==> src/rtl/ext_pipe.sv <==
// ext_pipe: immediate extension unit followed by a small in-order result
// buffer with valid/ready handshakes on both sides.
//
// Each accepted beat is extended according to mode. The extended value and an
// error flag are written into a DEPTH-entry circular buffer. The head entry
// drives result/out_err.
//
//   mode | operation
//   0    | ZERO   : imm zero-extended
//   1    | SIGN   : imm sign-extended from bit IN_W-1
//   2    | LUI    : imm placed in the upper IN_W bits, low bits zero
//   3    | BRANCH : sign-extended imm shifted left by 2
//   4    | SEXT8  : imm[7:0] sign-extended
//   5    | ZEXT8  : imm[7:0] zero-extended
//   6,7  | reserved: result 0, out_err 1
//
// Ports
//   clk       sole clock, rising edge
//   rst_n     asynchronous active-low reset
//   in_valid  source presents a beat
//   in_ready  buffer not full
//   imm       immediate operand, IN_W bits
//   mode      extension mode select
//   out_valid head entry valid
//   out_ready sink takes head entry
//   result    extended value at buffer head, OUT_W bits
//   out_err   head beat used a reserved mode
//   flush     synchronous discard of all buffered beats and any same-cycle input
//   acc_cnt   saturating accepted-beat count (only when EXT_PERF_CNT_EN is defined)
//
// Optional feature: define EXT_PERF_CNT_EN to add the acc_cnt port and counter.

module ext_pipe #(
   parameter int IN_W  = 16,
   parameter int OUT_W = 32,
   parameter int DEPTH = 2
) (
   input  logic             clk,
   input  logic             rst_n,
   input  logic             in_valid,
   output logic             in_ready,
   input  logic [IN_W-1:0]  imm,
   input  logic [2:0]       mode,
   output logic             out_valid,
   input  logic             out_ready,
   output logic [OUT_W-1:0] result,
   output logic             out_err,
   input  logic             flush
`ifdef EXT_PERF_CNT_EN
   ,
   output logic [15:0]      acc_cnt
`endif
);

   localparam int PTR_W = $clog2(DEPTH);
   localparam int CNT_W = PTR_W + 1;
   localparam logic [CNT_W-1:0] CNT_FULL = CNT_W'(DEPTH);

   localparam logic [2:0] MODE_ZERO   = 3'd0;
   localparam logic [2:0] MODE_SIGN   = 3'd1;
   localparam logic [2:0] MODE_LUI    = 3'd2;
   localparam logic [2:0] MODE_BRANCH = 3'd3;
   localparam logic [2:0] MODE_SEXT8  = 3'd4;
   localparam logic [2:0] MODE_ZEXT8  = 3'd5;

   logic [OUT_W-1:0] mem_res [DEPTH];
   logic             mem_err [DEPTH];
   logic [PTR_W-1:0] wr_ptr;
   logic [PTR_W-1:0] rd_ptr;
   logic [CNT_W-1:0] count;

   logic             full;
   logic             accept;
   logic             retire;

   logic [OUT_W-1:0] sext_imm;
   logic [OUT_W-1:0] ext_res;
   logic             ext_err;

   // ---------------------------------------------------------------------
   // Extension datapath
   // ---------------------------------------------------------------------
   assign sext_imm = {{(OUT_W-IN_W){imm[IN_W-1]}}, imm};

   always_comb begin
      ext_res = '0;
      ext_err = 1'b0;
      case (mode)
         MODE_ZERO:   ext_res = {{(OUT_W-IN_W){1'b0}}, imm};
         MODE_SIGN:   ext_res = sext_imm;
         MODE_LUI:    ext_res = {imm, {(OUT_W-IN_W){1'b0}}};
         // Shift drops the top two sign bits; truncation to OUT_W is intended.
         MODE_BRANCH: ext_res = sext_imm << 2;
         MODE_SEXT8:  ext_res = {{(OUT_W-8){imm[7]}}, imm[7:0]};
         MODE_ZEXT8:  ext_res = {{(OUT_W-8){1'b0}}, imm[7:0]};
         default: begin
            ext_res = '0;
            ext_err = 1'b1;
         end
      endcase
   end

   // ---------------------------------------------------------------------
   // Handshake decode
   // ---------------------------------------------------------------------
   // in_ready depends only on registered occupancy, so a full buffer never
   // accepts even if the head retires in the same cycle.
   assign full      = (count == CNT_FULL);
   assign in_ready  = !full;
   assign out_valid = (count != '0);
   assign accept    = in_valid && in_ready && !flush;
   assign retire    = out_valid && out_ready && !flush;

   assign result    = mem_res[rd_ptr];
   assign out_err   = mem_err[rd_ptr];

   // ---------------------------------------------------------------------
   // Buffer state
   // ---------------------------------------------------------------------
   always_ff @(posedge clk or negedge rst_n) begin
      if (!rst_n) begin
         wr_ptr <= '0;
         rd_ptr <= '0;
         count  <= '0;
         for (int i = 0; i < DEPTH; i++) begin
            mem_res[i] <= '0;
            mem_err[i] <= 1'b0;
         end
      end else if (flush) begin
         wr_ptr <= '0;
         rd_ptr <= '0;
         count  <= '0;
      end else begin
         if (accept) begin
            mem_res[wr_ptr] <= ext_res;
            mem_err[wr_ptr] <= ext_err;
            wr_ptr          <= wr_ptr + PTR_W'(1);
         end
         if (retire) begin
            rd_ptr <= rd_ptr + PTR_W'(1);
         end
         case ({accept, retire})
            2'b10:   count <= count + CNT_W'(1);
            2'b01:   count <= count - CNT_W'(1);
            default: count <= count;
         endcase
      end
   end

`ifdef EXT_PERF_CNT_EN
   // Counts accepted beats only; flush does not clear it.
   always_ff @(posedge clk or negedge rst_n) begin
      if (!rst_n) begin
         acc_cnt <= '0;
      end else if (accept && (acc_cnt != 16'hFFFF)) begin
         acc_cnt <= acc_cnt + 16'd1;
      end
   end
`endif

endmodule

==> config.mk <==
export PLATFORM = sky130hd
export DESIGN_NAME = ext_pipe
export DESIGN_NICKNAME = d
export VERILOG_FILES = /design/src/rtl/ext_pipe.sv
export SDC_FILE = /design/constraint.sdc
export NUM_CORES = 1
export LEC_CHECK = 0
export BUFFER_PORTS_ARGS = -buffer_cell sky130_fd_sc_hd__buf_2
export CORE_AREA = 2 2 81 83
export DETAILED_ROUTE_END_ITERATION = 6
export DIE_AREA = 0 0 83 85
export GPL_TIMING_DRIVEN = 1
export PLACE_DENSITY_LB_ADDON = 0.12
export SLEW_MARGIN = 15
export SYNTH_ARGS = -nofsm -noshare
export SYNTH_HDL_FRONTEND = slang
export SYNTH_SLANG_ARGS = --single-unit
==> constraint.sdc <==
create_clock -name clk -period 3.4 [get_ports clk]
set_input_delay 0 -clock clk [delete_from_list [all_inputs] [get_ports clk]]
set_output_delay 0 -clock clk [all_outputs]
set_load 0.01 [all_outputs]
==> reports/results.ini <==
[outcome]
outcome=finished clean

[global_route]
global_route.usage.met2=0.364
gr-usage-met1=0.310
via_count_of_the_first_global_routing_pass=2466
grt_start_max_net_pins=47
grt_pass1_wl_microns=12600
grt-ovfl-total=0
grt_antenna_before_repair=0
grtUsageMet3=0.0438
top_usage_layer=met2
grt_use_total=0.229

[sta]
final-setup-viol-count=0
worst_slew_margin_rel=0.238
fmax_mhz=468
worst_slew_pin_slew_ns=1.14
rsz0062_at_grt=no
post-route-worst-setup-slack_ns=1.27
tns_ns=0
finalHoldWorstSlack_ns=0.0390
finalHoldViolCount=0
layout_min_cycle_time_ns=2.13
finalCritPeriodShare=0.628
timing_max_transition_violations_final=0
fin_worst_skew_ns=0.00626

[setup_path]
cp_startpoint_kind=register
crit_path_max_fanout=18
worstPathArrival_ns=2.13
critical_path_class=reg -> out
critical_path_rt_ns=3.40
endpoint_kind=output port

[synthesis]
synth.avg_cell_area_sq_um=13.6
yosys_warnings=0
yosysUniqueCellTypes=32
postSynth.topFlopCell=sky130_fd_sc_hd__dfrtp_1
cell_count_after_synthesis=261
yosys.area.top_type=sky130_fd_sc_hd__dfrtp_1
synth_top_area_frac=0.492
number_of_enable_flip_flop_cells_after_synthesis=0
synth_nets=285
synth_sequential_area_ratio=0.492
async_reset_ff_frac=1.00
number_of_storage_elements_in_the_synthesis_netlist=70
yosys-top-cells-area=sky130_fd_sc_hd__dfrtp_1, sky130_fd_sc_hd__mux2_2, sky130_fd_sc_hd__a211o_1
mappedNetlistArea_sq_mm=0.00356

[min_path]
hp-class=in -> reg

[finish]
footprint_of_the_multi_input_gates_sq_mm=0.00169
commonest_non_fill_non_tap_cell_in_the_layout=sky130_fd_sc_hd__mux2_2
diodes=0
commonest_cells_after_routing_fill_and_taps_aside=sky130_fd_sc_hd__mux2_2, sky130_fd_sc_hd__dfrtp_1, sky130_fd_sc_hd__buf_2, sky130_fd_sc_hd__a211o_1, sky130_fd_sc_hd__clkbuf_8
area_of_all_sequential_standard_cells_sq_mm=0.00175
layout-drive-gt1-share=0.534
area_growth_syn_to_layout_pct=14.2
nets=342
design_area_sq_mm=0.00407
non_filler_instance_count_after_layout=399
num-fill-cells=486

[floorplan]
effective_utilization_at_floorplan=0.574
pin_count=59
die_outline_area_sq_mm=0.00706
vert_die_dim_microns=85
fp.coreArea_sq_mm=0.00620
floorplan.die.width_microns=83
rows=29

[clock_network]
max-clock-path-buffers=2
cts-buffers-inserted=9
clock_slew_seen_by_the_registers_of_the_worst_setup_and_hold_paths_ns=0.07
cts_root_buffer=sky130_fd_sc_hd__clkbuf_8
cts_max_level=3
post_cts.resized_instances=0
tritoncts_clock_tree=done
clock_sinks=70
clk-insertion-delay-late_ns=0.34

[place]
gp_congestion=0.716
dp_worst_setup_slack_ns=1.38
place_area_sq_mm=0.00387
numPlacedInstances=380
port_buffers=58
hpwlAfterDp_microns=5140

[power_and_ir_drop]
ir_worst_vdd_uv=359
power.net_switching_mw=0.602
leakage_power_nw=2.13
power_frac_clock=0.257
swShare=0.280
power.combinational.fraction=0.240
power_report.internal_total_mw=1.55
p_per_area_mw_per_mm2=529
share_seq_of_total_power=0.503

[detailed_routing]
vias=2353
avgRoutedWirePerCell_microns=18.9
avgViaCountPerCell=5.90
detail_route.wirelength_microns=7540
antenna_violating_nets_post_route=0
drt-initial-drc-count=172
drc_violations_left=0
drt_first_pass_iters=4

[run]
timing.max_cap.violations=0

==> state kept, by name, indices dropped and copies added (netlist names) <==
| register | count |
|---|---|
| count | 2 |
| mem_err | 2 |
| mem_res | 64 |
| rd_ptr | 1 |
| wr_ptr | 1 |
==> power by group through the flow <==
stage / Combinational (mW) / Sequential (mW) / Clock (mW)
global route: 0.566 / 1.10 / 0.605
finish: 0.517 / 1.08 / 0.553
detailed placement: 0.517 / 1.10 / 0
floorplan: 0.367 / 1.06 / 0
global placement: 0.504 / 1.09 / 0
CTS: 0.524 / 1.08 / 0.567
==> metal layers <==
| metal | routed length, microns | up-vias | share of wire |
|---|---|---|---|
| met4 | 125 | 0 | 0.017 |
| met2 | 3610 | 54 | 0.48 |
| met1 | 3480 | 1203 | 0.46 |
| met5 | 0 | - | 0 |
| met3 | 320 | 8 | 0.042 |
| li1 | - | 1088 | - |
==> cells by family (layout without fill, tap and decap cells) <==
kind of cell              after synthesis  in the layout  synth area share
and+or+nand+nor                        28             28            0.0657
AOI/OAI and AO/OA                      38             38            0.0865
xor gates and xnor gates                1              1           0.00246
muxes                                 100            100             0.316
DFF                                    70             70             0.492
buffers and inverters                  24             85            0.0369
==> synthesized netlist by cell type (2+ instances only) <==
cell type,n
sky130_fd_sc_hd__inv_1,3
sky130_fd_sc_hd__buf_6,3
sky130_fd_sc_hd__a22o_1,6
sky130_fd_sc_hd__buf_2,6
sky130_fd_sc_hd__and4b_1,7
sky130_fd_sc_hd__buf_4,3
sky130_fd_sc_hd__o21ai_0,4
sky130_fd_sc_hd__a21oi_1,3
sky130_fd_sc_hd__nor2_1,4
sky130_fd_sc_hd__a211o_1,22
sky130_fd_sc_hd__mux2_1,7
sky130_fd_sc_hd__buf_1,3
sky130_fd_sc_hd__mux2_2,93
sky130_fd_sc_hd__dfrtp_1,70
sky130_fd_sc_hd__and3b_1,2
sky130_fd_sc_hd__nor2b_1,3
sky130_fd_sc_hd__clkbuf_1,5
sky130_fd_sc_hd__and2_1,2
sky130_fd_sc_hd__nor3b_1,2
==> worst paths after layout <==
kind	startpoint	slack, ns	cells after the start	end
worst max register to register	count[1]$_DFFE_PN0P_	1.38	5	mem_res[21]$_DFFE_PN0P_
worst max-delay path	rd_ptr$_DFFE_PN0P_	1.27	3	result[10]
min in group asynchronous	rst_n	0.19	2	count[1]$_DFFE_PN0P_
worst min-delay path	in_valid	0.04	4	count[1]$_DFFE_PN0P_
worst min register to register	mem_res[49]$_DFFE_PN0P_	0.49	1	mem_res[49]$_DFFE_PN0P_
max in group asynchronous	rst_n	2.46	3	mem_res[11]$_DFFE_PN0P_
==> final cells by class <==
type / instances / area share
Multi-Input combinational cell: 167 / 0.416
Inverter: 4 / 0.00369
Clock inverter: 2 / 0.00246
Tap cell: 77 / 0.0237
Clock buffer: 13 / 0.0342
Sequential cell: 70 / 0.431
Timing Repair Buffer: 66 / 0.0892
==> critical path, stage by stage, from the launching register on <==
cell,delay (ns)
sky130_fd_sc_hd__dfrtp_1,0.84
sky130_fd_sc_hd__buf_4,0.41
sky130_fd_sc_hd__mux2_2,0.39
sky130_fd_sc_hd__buf_2,0.14
==> stage by stage <==
stage,util,total power [mW]
floorplan,-,1.43
global placement,0.625,1.59
detailed placement,0.625,1.61
CTS,0.655,2.17
global route,0.655,2.27
finish,0.655,2.15
==> repair_timing <==
action	in CTS	in global routing
endpoints found under the setup margin	0	0
hold buffers	4	0
setup buffers	0	0
endpoints found under the hold margin	49	0
No activity file was read; power rests on OpenSTA's default activity.
